## config.mk

```make
export PLATFORM = sky130hd
export DESIGN_NAME = complex_gate_seq
export DESIGN_NICKNAME = d
export VERILOG_FILES = /design/src/rtl/complex_gate_seq.sv
export SDC_FILE = /design/constraint.sdc
export NUM_CORES = 1
export LEC_CHECK = 0
export ABC_AREA = 1
export BUFFER_PORTS_ARGS = -buffer_cell sky130_fd_sc_hd__buf_2
export CELL_PAD_IN_SITES_DETAIL_PLACEMENT = 2
export CELL_PAD_IN_SITES_GLOBAL_PLACEMENT = 2
export CORE_ASPECT_RATIO = 1.75
export CORE_MARGIN = 2
export CORE_UTILIZATION = 23
export CTS_CLUSTER_DIAMETER = 40
export DETAILED_ROUTE_END_ITERATION = 16
export PLACE_DENSITY = 0.71
export SYNTH_ARGS = -nofsm -noshare
export SYNTH_HDL_FRONTEND = slang
export SYNTH_SLANG_ARGS = --single-unit
```

## constraint.sdc

```tcl
create_clock -name clk -period 2.91 [get_ports clk]
set_input_delay 0 -clock clk [delete_from_list [all_inputs] [get_ports clk]]
set_output_delay 0 -clock clk [all_outputs]
set_load 0.01 [all_outputs]
```

## src/rtl/complex_gate_seq.sv

```systemverilog
// Exhaustive stimulus sequencer and checker for the gate_ao / gate_aoi pair.
// Optional macro COMPLEX_GATE_SEQ_STOP_ON_FAIL_EN ends the sweep at the first failing vector.
module complex_gate_seq #(
   parameter int WIDTH = 3,
   parameter int HOLD  = 10
) (
   input  logic             clk,
   input  logic             rst_n,
   input  logic             start,
   output logic [WIDTH-1:0] vec,
   input  logic             dut_ao,
   input  logic             dut_aoi,
   output logic             busy,
   output logic             done,
   output logic             pass,
   output logic [WIDTH+1:0] err_count,
   output logic [WIDTH-1:0] fail_vec
);

   localparam int CNT_W = (HOLD > 1) ? $clog2(HOLD) : 1;
   localparam logic [CNT_W-1:0] CNT_LAST = CNT_W'(HOLD - 1);

   typedef enum logic [1:0] {IDLE, RUN, DONE} state_t;

   state_t           state, state_nxt;
   logic [CNT_W-1:0] hold_cnt;
   logic             exp_ao, exp_aoi;
   logic             mm_ao, mm_aoi, any_mm;
   logic             sample, last_vec, stop;
   logic [WIDTH+1:0] err_sum;

   // Case inequality so that x/z on a gate output is scored as a mismatch.
   always_comb begin
      exp_ao   = (&vec[WIDTH-2:0]) | vec[WIDTH-1];
      exp_aoi  = ~exp_ao;
      mm_ao    = (dut_ao !== exp_ao);
      mm_aoi   = (dut_aoi !== exp_aoi);
      any_mm   = mm_ao | mm_aoi;
      err_sum  = err_count + {{(WIDTH+1){1'b0}}, mm_ao} + {{(WIDTH+1){1'b0}}, mm_aoi};
      sample   = (state == RUN) && (hold_cnt == CNT_LAST);
      last_vec = &vec;
`ifdef COMPLEX_GATE_SEQ_STOP_ON_FAIL_EN
      stop     = last_vec | any_mm;
`else
      stop     = last_vec;
`endif
   end

   always_comb begin
      state_nxt = state;
      case (state)
         IDLE, DONE: if (start) state_nxt = RUN;
         RUN:        if (sample && stop) state_nxt = DONE;
         default:    state_nxt = IDLE;
      endcase
   end

   always_ff @(posedge clk) begin
      if (!rst_n) begin
         state     <= IDLE;
         vec       <= '0;
         hold_cnt  <= '0;
         busy      <= 1'b0;
         done      <= 1'b0;
         pass      <= 1'b0;
         err_count <= '0;
         fail_vec  <= '0;
      end else begin
         state <= state_nxt;
         case (state)
            IDLE, DONE: begin
               if (start) begin
                  vec       <= '0;
                  hold_cnt  <= '0;
                  busy      <= 1'b1;
                  done      <= 1'b0;
                  pass      <= 1'b0;
                  err_count <= '0;
                  fail_vec  <= '0;
               end
            end
            RUN: begin
               if (!sample) begin
                  hold_cnt <= hold_cnt + 1'b1;
               end else begin
                  err_count <= err_sum;
                  hold_cnt  <= '0;
                  // A zero running count means no earlier vector has failed this sweep.
                  if (any_mm && (err_count == '0)) fail_vec <= vec;
                  if (stop) begin
                     busy <= 1'b0;
                     done <= 1'b1;
                     pass <= (err_sum == '0);
                  end else begin
                     vec <= vec + 1'b1;
                  end
               end
            end
            default: ;
         endcase
      end
   end

endmodule

```

# Word-level counts from Yosys, hierarchy flattened
# Index checks and enable logic that the tools add are counted.
[word_totals] out_inout_bits=14 regBits=20 wordCells=69 inputBits=5
[classes] muxes=27 reduce_logical=16 n_eq_ne=11 bitwise=3 add_sub_neg=4
[ops] cell="2-to-1 mux 3 bit" n=5
[ops] cell="case mux 3 bit (2 select lines)" n=2
[ops] cell="AND reduction 4 bit" n=3
[ops] cell="adder 5 x 1 -> 5 bit" n=2
[ops] cell="logical NOT 5 bit" n=2
[ops] cell="2-to-1 mux 5 bit" n=2
[ops] cell="case mux 5 bit (2 select lines)" n=1
[ops] cell="2-to-1 mux 1 bit" n=8
[ops] cell="2-to-1 mux 4 bit" n=2
[ops] cell="!= test 2 bit (second input constant)" n=4
[ops] cell="case mux 4 bit (2 select lines)" n=1
[ops] cell="case mux 1 bit (2 select lines)" n=3
[ops] cell="AND reduction 2 bit" n=3
[ops] cell="AND reduction 3 bit" n=2
[ops] cell="adder 4 x 1 -> 4 bit (second input constant)" n=1
[ops] cell="equality test 4 bit (second input constant)" n=1
[ops] cell="2-to-1 mux 2 bit" n=2
[ops] cell="!= test 2 x 1 -> 1 bit (second input constant)" n=2
[ops] cell="case mux 2 bit (2 select lines)" n=1
[ops] cell="adder 3 x 1 -> 3 bit (second input constant)" n=1
[ops] cell="logical AND 1 bit" n=3
[ops] cell="equality test 2 x 1 -> 1 bit (second input constant)" n=1
[ops] cell="equality test 2 bit (second input constant)" n=1
[ops] cell="logical NOT 2 bit" n=1
[ops] cell="other kinds (5)" n=7

# Longest topological paths before layout
# Gate-level depths: netlist of the first run.
[logic_depth] word_depth=9 mapped_depth=15 mapped_depth_nobuf=15

# Least setup slack after synthesis of the first run
# OpenSTA, ideal clock, no wires.
[synth_timing] path_kind="flip-flop to flip-flop" start="register vec[0]" end="register pass" setup_slack_ns=0.789 n_path_buf=0 arrival_time_ns=2.050 stages_incl_launch_ff=14 path_cell_list="dfxtp_1 -> ha_1 -> inv_1 -> ha_1 -> nand2_1 -> nand2_1 -> fa_1 -> inv_1 -> ha_1 -> nor2_1 -> nand3_1 -> nor2_1 -> nand3_1 -> a21oi_1"
[synth_between] elab_chain_len=9 elab_cells_between_ends=14 cone_classes="add/sub (2); eq/ne (3); mux (3); bitwise (2); reduce/logical (4)"
[synth_lines] element="from (decl)" line_no="10" source="output logic [WIDTH-1:0] vec,"
[synth_lines] element="from (signal assigned)" line_no="95" source="vec <= vec + 1'b1;"
[synth_lines] element="AND reduction 2 bit" line_no="34" source="exp_ao = (&vec[WIDTH-2:0]) | vec[WIDTH-1];"
[synth_lines] element="bitwise OR 1 bit" line_no="34"
[synth_lines] element="case inequality test 1 bit / inverter 1 bit (equally long branches)" line_no="36, 35"
[synth_lines] element="adder 5 x 1 -> 5 bit / case inequality test 1 bit (equally long branches)" line_no="39, 37"
[synth_lines] element="adder 5 x 1 -> 5 bit" line_no="39" source="err_sum = err_count + {{(WIDTH+1){1'b0}}, mm_ao} + {{(WIDTH+1){1'b0}}, mm_aoi};"
[synth_lines] element="logical NOT 5 bit" line_no="93" source="pass <= (err_sum == '0);"
[synth_lines] element="2-to-1 mux 1 bit" line_no="90" source="if (stop) begin"
[synth_lines] element="2-to-1 mux 1 bit" line_no="83" source="if (!sample) begin"
[synth_lines] element="case mux 1 bit (2 select lines)" line_no="70" source="case (state)"
[synth_lines] element="to (signal assigned)" line_no="93"
[synth_lines] element="to (decl)" line_no="15" source="output logic pass,"
# Parallel ways exist; a longest one is shown, timed or not. The select of a mux whose other input is x is not followed.
# A chain may end at the register's enable or synchronous reset.

# Final worst setup path of the first run
# Same ends and word-level chain as after synthesis.

==> impl_metrics.env, run 1 <==
export IMPL_grt_setup_unrepaired="false"
export IMPL_setup_viol=0
export IMPL_cts_htree_levels=1
export IMPL_clock_root_buffer="sky130_fd_sc_hd__clkbuf_8"
export IMPL_clock_sinks=20
export IMPL_max_vdd_drop_mv=0.175
export IMPL_min_from="rst_n"
export IMPL_edff_count_synth=0
export IMPL_ctsLongestPathBuffers=2
export IMPL_area_growth_syn_to_layout_pct=17.7
export IMPL_drv_slew=0
export IMPL_clk_pin_slew_ns=0.08
export IMPL_synth_top_cells_by_count="sky130_fd_sc_hd__nand2_1, sky130_fd_sc_hd__inv_1, sky130_fd_sc_hd__dfxtp_1"
export IMPL_grt_util_all_layers=0.129
export IMPL_tritoncts_clock_tree="yes"
export IMPL_rows=33
export IMPL_synth_top_cell_area_share=0.356
export IMPL_buffer_ports_inserted=18
export IMPL_postCtsResizedCells=0
export IMPL_syn_mean_instance_area_um2=7.34
export IMPL_die_area_um2=5480
export IMPL_avgViaCountPerCell=4.73
export IMPL_critical_path_endpoint_type="flip-flop"
export IMPL_netlist_instances=153
export IMPL_finalWorstSetupSlack_ns=0.527
export IMPL_route_detailed_drc=0
export IMPL_cts_hold_buffers_added=0
export IMPL_die_span_y_um=96.5
export IMPL_wl_um=3120
export IMPL_grt_antenna_before_repair=0
export IMPL_worstPathRequired_ns=3.10
export IMPL_power_leakage_uw=0.000636
export IMPL_worst_setup_path_startpoint="vec[0]"
export IMPL_dr_pass1_iters=4
export IMPL_ys_async_sr_fraction=0
export IMPL_r2r_slack_ns=0.53
export IMPL_vias=1065
export IMPL_tritoncts_num_buffers=3
export IMPL_grt_first_pass_wirelength_um=5470
export IMPL_wire_per_inst_um=13.9
export IMPL_post_cts_setup_buffer_count=0
export IMPL_synth_yosys_seq_area_share=0.356
export IMPL_cells_on_worst_hold_path=3
export IMPL_place_detailed_hpwl_um=2580
export IMPL_path_max_fanout=5
export IMPL_finish_utilization=0.281
export IMPL_grt_max_degree=12
export IMPL_cp_arrival_ns=2.58
export IMPL_post_synth_instance_area_um2=1120
export IMPL_max_cap_viol_count=0
export IMPL_place_worst_setup_slack_ns=0.494
export IMPL_classification_of_the_worst_slack_hold_path="in2reg"
export IMPL_ys_flop_type="sky130_fd_sc_hd__dfxtp_1"
export IMPL_kind_of_critical_path="reg2reg"
export IMPL_syn_nets=165
export IMPL_drive_gt1_frac=0.197
export IMPL_summed_negative_setup_slack_over_all_endpoints_ns=0
export IMPL_min_period_over_period=0.819
export IMPL_synth_seq_cells=20
export IMPL_floorplan_core_area_um2=4710
export IMPL_ys_warnings_count=0
export IMPL_die_x_um=56.8
export IMPL_n_antenna_cell=0
export IMPL_yosys_cell_count_top_type="sky130_fd_sc_hd__nand2_1"
export IMPL_drtIter0Drc=15
export IMPL_finalNetCount=186
export IMPL_detail_route_antenna_nets=0
export IMPL_synth_top_cells_by_area="sky130_fd_sc_hd__dfxtp_1, sky130_fd_sc_hd__nand2_1, sky130_fd_sc_hd__inv_1, sky130_fd_sc_hd__ha_1, sky130_fd_sc_hd__nor2_1"
export IMPL_worst_slew_pin_tran_ns=0.399
export IMPL_insertion_delay_ns=0.26
export IMPL_rr_endpoint="pass"
export IMPL_initial_utilization=0.239
export IMPL_ios=19
export IMPL_power_per_cell_area_nw_per_um2=544
export IMPL_holdPathEnd="fail_vec[2]"
export IMPL_netlist_top_cell_by_area="sky130_fd_sc_hd__dfxtp_1"
export IMPL_ys_types=24
export IMPL_count_of_endpoints_failing_hold_in_the_final_timing_report=0
export IMPL_rr_worst_depth=14
export IMPL_first_global_vias=1124
export IMPL_max_freq_ghz=0.420
export IMPL_fin_crit_ns=2.38
export IMPL_globalRoute_totalOverflow=0
export IMPL_timing_clock_skew_ns=0.00169
export IMPL_critical_path_startpoint_type="flip-flop"
export IMPL_routabilityCongestion=0.717
export IMPL_max_slew_margin_rel=0.733
export IMPL_outcome="finished, final reports clean"
export IMPL_reg2reg_from="vec[0]"
==> stage by stage <==
stage | hold WS (ns) | power, uW | cells | instance area (um^2)
floorplan | 0.228 | 452 | 153 | 1120
CTS | 0.0473 | 734 | 225 | 1320
global route | 0.0645 | 771 | 225 | 1320
global placement | 0.327 | 498 | 221 | 1270
finish | 0.0448 | 719 | 225 | 1320
detailed placement | 0.334 | 508 | 221 | 1270
==> placed cells by master (no fill, tap or decap), drive strengths merged, types with 2 or more instances in the layout <==
cell / instances
ha: 6
nor2: 18
buf: 18
xor2: 2
nand4: 3
nand2: 39
o22ai: 3
a21oi: 13
o21ai: 3
clkbuf: 4
inv: 24
dfxtp: 20
nand3: 13
==> routing by layer <==
layer | track usage | part of all wire
met5 | 0 | 0
met4 | 0.0465 | 0.016
met3 | 0.0173 | 0.028
met2 | 0.264 | 0.58
met1 | 0.129 | 0.37
==> logic make-up (layout without fill, tap and decap cells) <==
| logic type | count (synthesis) | in the layout | share of synthesized area |
|---|---|---|---|
| xor+xnor | 2 | 2 | 0.0156 |
| fa+ha+maj | 7 | 7 | 0.0846 |
| simple gates | 76 | 76 | 0.342 |
| compound gates | 21 | 21 | 0.101 |
| buf+inv | 27 | 47 | 0.100 |
| flops | 20 | 20 | 0.356 |
==> worst max-delay path, cell delays in order (launching register included) <==
cell and delay [ns]:
sky130_fd_sc_hd__dfxtp_1 0.35, sky130_fd_sc_hd__ha_1 0.23, sky130_fd_sc_hd__inv_1 0.06, sky130_fd_sc_hd__ha_1 0.17, sky130_fd_sc_hd__inv_1 0.06, sky130_fd_sc_hd__nand2_1 0.07
sky130_fd_sc_hd__nand2_1 0.09, sky130_fd_sc_hd__fa_1 0.39, sky130_fd_sc_hd__inv_1 0.08, sky130_fd_sc_hd__ha_1 0.24, sky130_fd_sc_hd__nor2_1 0.14, sky130_fd_sc_hd__nand3_1 0.08
sky130_fd_sc_hd__nor2_1 0.12, sky130_fd_sc_hd__nand3_1 0.10, sky130_fd_sc_hd__a21oi_1 0.14
==> worst max-delay path by stage <==
stage | endpoint | slack, ns | depth (start not counted)
3_3_place_gp | pass | 0.66 | 14
2_1_floorplan | pass | 0.79 | 13
5_1_grt | pass | 0.26 | 14
4_1_cts | pass | 0.48 | 14
3_5_place_dp | pass | 0.49 | 14
6_report | pass | 0.53 | 14
==> sequential cells by signal, indices dropped and copies added, names as in the netlist <==
name       cells
busy           1
done           1
err_count      5
fail_vec       3
hold_cnt       4
pass           1
state          2
vec            3
==> final cells by class <==
class                      instances  area, um^2
sequential                        20         400
fill                             576        3380
tap                               52        65.1
multi-input combinational        106         611
timing repair buffer              18        90.1
clock buffer                       4        55.1
inverter                          25         101
==> where the power goes <==
group | total (uW) | internal [uW] | switching, uW
Sequential | 308 | 292 | 16.1
Clock | 221 | 121 | 101
Combinational | 190 | 66.7 | 123
Total | 719 | 479 | 240
Note: power is estimated with default switching activity, not from simulation.
==> run 2, diff against run 1 <==
Settings changed: PLACE_DENSITY 0.71 to 0.73.
Clock period 2.91 ns to 2.1 ns, I/O delays scaled along.
==> run 2 against run 1 <==
  * Worst hold slack worse by 0.0060 ns
  * Clock-buffer cell count stayed put
  * Clock power is 40% higher
  * Maximum frequency is 19% higher
  * Core utilization is 3.3 points higher
  * Sequential share of layout area is 3.0 points lower
==> impl_metrics.env, run 2 (synthesis gave the netlist of run 1 again) <==
export IMPL_detail_route_antenna_nets=0
export IMPL_cp_arrival_ns=2.20
export IMPL_grt_first_pass_wirelength_um=5900
export IMPL_power_leakage_uw=0.000677
export IMPL_die_area_um2=5480
export IMPL_cts_hold_buffers_added=0
export IMPL_finalWorstSetupSlack_ns=0.0980
export IMPL_register_area_um2=403
export IMPL_finalNetCount=194
export IMPL_critical_path_max_stage_delay_ns=0.36
export IMPL_largest_registers="err_count: 5 flops, hold_cnt: 4 flops"
export IMPL_die_x_um=56.8
export IMPL_chain_of_cells_forming_the_critical_path="ha_4 > inv_4 > ha_4 > inv_2 > nand2_2 > nand2_2 > fa_2 > inv_2 > ha_4 > nand3_2 > nand2_1 > nand2_1 > nor2_1 > nand3_1 > a21oi_1"
export IMPL_power_per_cell_area_nw_per_um2=713
export IMPL_placedInstanceArea_um2=1300
export IMPL_ios=19
export IMPL_place_detailed_hpwl_um=2760
export IMPL_worst_slew_pin_tran_ns=0.391
export IMPL_maxUsedRoutingLayer="met4"
export IMPL_max_cap_viol_count=0
export IMPL_tritoncts_clock_tree="yes"
export IMPL_clock_root_buffer="sky130_fd_sc_hd__clkbuf_8"
export IMPL_initial_utilization=0.239
export IMPL_worstPathRequired_ns=2.30
export IMPL_drive_gt1_frac=0.337
export IMPL_die_span_y_um=96.5
export IMPL_rows=33
export IMPL_placedCellCount=225
export IMPL_critical_path_startpoint_type="flip-flop"
export IMPL_layout_cells_most_common="sky130_fd_sc_hd__nand2_1"
export IMPL_ctsLongestPathBuffers=2
export IMPL_drtIter0Drc=11
export IMPL_max_slew_margin_rel=0.739
export IMPL_routabilityCongestion=0.797
export IMPL_place_worst_setup_slack_ns=-0.204
export IMPL_classification_of_the_worst_slack_hold_path="in2reg"
export IMPL_critPathSlowestCell="sky130_fd_sc_hd__fa_2"
export IMPL_vias=1113
export IMPL_cts_htree_levels=1
export IMPL_floorplan_core_area_um2=4710
export IMPL_globalRoute_totalOverflow=0
export IMPL_final_instance_area_um2=1480
export IMPL_met3_wirelength_um=75
export IMPL_min_period_over_period=0.953
export IMPL_detailroute_wirelength_met2_um=2080
export IMPL_top_register="err_count"
export IMPL_critical_path_top_cell_by_count="sky130_fd_sc_hd__ha_4"
export IMPL_power_total_uw=1050
export IMPL_timing_clock_skew_ns=0.00557
export IMPL_first_global_vias=1275
export IMPL_max_vdd_drop_mv=0.273
export IMPL_grt_antenna_before_repair=0
export IMPL_drv_slew=0
export IMPL_avgViaCountPerCell=4.78
export IMPL_insertion_delay_ns=0.27
export IMPL_wire_per_inst_um=15.0
export IMPL_count_of_endpoints_failing_hold_in_the_final_timing_report=0
export IMPL_path_max_fanout=3
export IMPL_dr_pass1_iters=4
export IMPL_fillers=580
export IMPL_clk_pin_slew_ns=0.08
export IMPL_multi_input_comb_area_um2=696
export IMPL_kind_of_critical_path="reg2reg"
export IMPL_grt_setup_unrepaired="true"
export IMPL_clock_sinks=20
export IMPL_route_detailed_drc=0
export IMPL_mostFrequentLayoutCells="sky130_fd_sc_hd__nand2_1, sky130_fd_sc_hd__inv_1, sky130_fd_sc_hd__dfxtp_1, sky130_fd_sc_hd__buf_2, sky130_fd_sc_hd__nor2_1"
export IMPL_grt_max_degree=12
export IMPL_setup_viol=0
export IMPL_outcome="finished, final reports clean"
export IMPL_n_antenna_cell=0
export IMPL_area_growth_syn_to_layout_pct=31.4
export IMPL_buffer_ports_inserted=18
export IMPL_grt_util_all_layers=0.141
export IMPL_critical_path_endpoint_type="flip-flop"
export IMPL_largest_reg_flops=5
export IMPL_wl_um=3500
export IMPL_finalNonFillerCells=233
export IMPL_met1Wirelength_um=1250
export IMPL_fin_crit_ns=2.00
export IMPL_tritoncts_num_buffers=3
export IMPL_max_freq_ghz=0.500
export IMPL_summed_negative_setup_slack_over_all_endpoints_ns=0
## run 2: changes by cell type in the layout (fill, tap and decap cells not counted), moves of 4 or more
cell,delta
sky130_fd_sc_hd__buf_4,+7
sky130_fd_sc_hd__inv_1,-4
sky130_fd_sc_hd__nand2_1,-5
sky130_fd_sc_hd__nand2_2,+5
## run 2: routing by layer
layer	global-route usage	vias to the layer above
met5	0	-
met4	0.0640	0
met3	0.0200	8
met2	0.292	18
met1	0.132	544
li1	-	543
## run 2: cell type report
class                   instances  share of cell area
multi-input cells             106               0.471
clock buffers                   4              0.0373
repair buffers                 26               0.104
flip-flops and latches         20               0.273
inverters                      25              0.0703
well taps                      52              0.0441
## run 2: through the flow
stage	hold slack, ns	utilization
final	0.0388	0.314
after global routing	0.0659	0.314
after CTS	0.0386	0.304
after detailed placement	0.326	0.276
after global placement	0.322	0.276
after floorplan	0.228	-
## run 2: worst max-delay path, delay by kind of cell (launching register included)
| kind | cells | cell delay [ns] |
|---|---|---|
| AND/OR/NAND/NOR | 7 | 0.50 |
| buffers and inverters | 3 | 0.17 |
| adder cells (fa/ha/maj) | 4 | 0.81 |
| AO/OA/AOI/OAI | 1 | 0.12 |
| flip-flops | 1 | 0.34 |
## run 2: worst paths after layout
kind              startpoint  slack (ns)           to  depth (start not counted)
setup / recovery      vec[1]         0.1         pass                         15
hold reg to reg         busy        0.47         busy                          2
hold / removal         rst_n        0.04  fail_vec[2]                          3
setup reg to reg      vec[1]         0.1         pass                         15
## run 2: timing repair
item | 4_1_cts | 5_1_grt
endpoints found under the hold margin | 0 | 0
resized for setup | 16 | 9
pin swaps | 8 | 9
setup endpoints to repair | 3 | 4
buffers inserted | 3 | 2
## run 2: power by group
part           leakage [uW]  switching [uW]  internal [uW]
Combinational      0.000485             197            123
Clock             0.0000288             142            167
Sequential         0.000164            19.5            405
Total              0.000677             358            695
==> run 3, diff against run 2 <==
Settings changed: CAP_MARGIN set to 15, PLACE_DENSITY 0.73 to 0.71.
Clock period 2.1 ns to 2.5 ns, I/O delays scaled along.
==> run 3 against run 2 <==
  * Clock skew decreased by 0.0024 ns
  * Flip-flop and latch count unchanged
  * Worst hold slack improved by 0.0064 ns
  * Setup slack improved by 0.099 ns
  * Final area decreased by 7.9%
  * Maximum frequency decreased by 13%
  * Critical endpoint unchanged
==> impl_metrics.env, run 3 (synthesis gave the netlist of run 1 again) <==
export IMPL_count_of_endpoints_failing_hold_in_the_final_timing_report=0
export IMPL_grt_first_pass_wirelength_um=5470
export IMPL_max_cap_viol_count=0
export IMPL_place_detailed_hpwl_um=2580
export IMPL_max_freq_ghz=0.434
export IMPL_kind_of_critical_path="reg2reg"
export IMPL_drtIter0Drc=14
export IMPL_power_leakage_uw=0.000635
export IMPL_min_period_over_period=0.921
export IMPL_cp_arrival_ns=2.50
export IMPL_die_area_um2=5480
export IMPL_critical_path_startpoint_type="flip-flop"
export IMPL_postCtsResizedCells=0
export IMPL_detail_route_antenna_nets=0
export IMPL_cts_htree_levels=1
export IMPL_summed_negative_setup_slack_over_all_endpoints_ns=0
export IMPL_place_worst_setup_slack_ns=0.0840
export IMPL_floorplan_core_area_um2=4710
export IMPL_worst_slew_pin_tran_ns=0.422
export IMPL_worst_setup_path_startpoint="vec[0]"
export IMPL_setup_viol=0
export IMPL_routabilityCongestion=0.717
export IMPL_max_slew_margin_rel=0.718
export IMPL_clock_root_buffer="sky130_fd_sc_hd__clkbuf_8"
export IMPL_fin_crit_ns=2.30
export IMPL_initial_utilization=0.239
export IMPL_fillers=575
export IMPL_grt_max_degree=12
export IMPL_ctsLongestPathBuffers=2
export IMPL_timing_clock_skew_ns=0.00319
export IMPL_wire_per_inst_um=14.3
export IMPL_insertion_delay_ns=0.26
export IMPL_die_span_y_um=96.5
export IMPL_max_vdd_drop_mv=0.199
export IMPL_buffer_ports_inserted=18
export IMPL_finalWorstSetupSlack_ns=0.197
export IMPL_tritoncts_clock_tree="yes"
export IMPL_die_x_um=56.8
export IMPL_globalRoute_totalOverflow=0
export IMPL_register_area_um2=404
export IMPL_grt_antenna_before_repair=0
export IMPL_area_growth_syn_to_layout_pct=21.0
export IMPL_tritoncts_num_buffers=3
export IMPL_cts_hold_buffers_added=0
export IMPL_layout_cells_most_common="sky130_fd_sc_hd__nand2_1"
export IMPL_mostFrequentLayoutCells="sky130_fd_sc_hd__nand2_1, sky130_fd_sc_hd__inv_1, sky130_fd_sc_hd__dfxtp_1"
export IMPL_drive_gt1_frac=0.243
export IMPL_outcome="finished, final reports clean"
export IMPL_min_from="rst_n"
export IMPL_path_max_fanout=5
export IMPL_grt_setup_unrepaired="false"
export IMPL_power_per_cell_area_nw_per_um2=628
export IMPL_vias=1072
export IMPL_rows=33
export IMPL_reg2reg_from="vec[0]"
export IMPL_avgViaCountPerCell=4.76
export IMPL_largest_registers="err_count: 5 flops, hold_cnt: 4 flops"
export IMPL_first_global_vias=1124
export IMPL_grt_util_all_layers=0.129
export IMPL_finalNetCount=186
export IMPL_dr_pass1_iters=3
export IMPL_critical_path_endpoint_type="flip-flop"
export IMPL_post_cts_setup_buffer_count=0
export IMPL_drv_slew=0
export IMPL_wl_um=3220
export IMPL_top_register="err_count"
export IMPL_multi_input_comb_area_um2=644
export IMPL_n_antenna_cell=0
export IMPL_classification_of_the_worst_slack_hold_path="in2reg"
export IMPL_worstPathRequired_ns=2.70
export IMPL_ios=19
export IMPL_route_detailed_drc=0
export IMPL_largest_reg_flops=5
export IMPL_clk_pin_slew_ns=0.08
export IMPL_clock_sinks=20
==> run 3: critical path, cell delays in order, from the launching register on <==
cell                      delay [ns]
sky130_fd_sc_hd__dfxtp_4        0.36
sky130_fd_sc_hd__ha_1           0.22
sky130_fd_sc_hd__inv_2          0.07
sky130_fd_sc_hd__ha_4           0.13
sky130_fd_sc_hd__inv_1          0.05
sky130_fd_sc_hd__nand2_1        0.08
sky130_fd_sc_hd__nand2_2        0.07
sky130_fd_sc_hd__fa_1           0.40
sky130_fd_sc_hd__inv_2          0.09
sky130_fd_sc_hd__ha_4           0.20
sky130_fd_sc_hd__nor2_2         0.12
sky130_fd_sc_hd__nand3_1        0.08
sky130_fd_sc_hd__nor2_1         0.10
sky130_fd_sc_hd__nand3_1        0.12
sky130_fd_sc_hd__a21oi_2        0.16
==> run 3: final timing paths <==
kind	end	slack (ns)	depth (start not counted)
setup reg to reg	pass	0.20	14
hold reg to reg	done	0.46	2
setup / recovery	pass	0.20	14
hold / removal	fail_vec[2]	0.05	3
==> run 3: per-stage QoR <==
step	std cells	power, uW	hold slack (ns)	util	cell area [um^2]
6_report	225	854	0.0452	0.289	1360
5_1_grt	225	914	0.0646	0.289	1360
4_1_cts	225	855	0.0473	0.281	1320
3_5_place_dp	221	591	0.334	0.269	1270
3_3_place_gp	221	579	0.327	0.269	1270
2_1_floorplan	153	526	0.228	-	1120
==> run 3: final cells by class <==
cell class	count	area share
multi-input cells	106	0.474
flip-flops and latches	20	0.297
inverters	25	0.0745
repair buffers	18	0.0662
well taps	52	0.0478
clock buffers	4	0.0405
==> run 3: routing by layer <==
| layer | wire length [um] | track usage | up-vias |
|---|---|---|---|
| li1 | - | - | 528 |
| met1 | 1190 | 0.129 | 524 |
| met2 | 1880 | 0.264 | 16 |
| met3 | 91 | 0.0173 | 4 |
| met4 | 51 | 0.0465 | 0 |
| met5 | 0 | 0 | - |
==> run 3: power breakdown <==
| group | internal, uW | switching [uW] | total, uW |
|---|---|---|---|
| registers | 340 | 18.7 | 358 |
| clock network | 140 | 120 | 260 |
| logic | 84.2 | 151 | 235 |
| total | 564 | 290 | 854 |
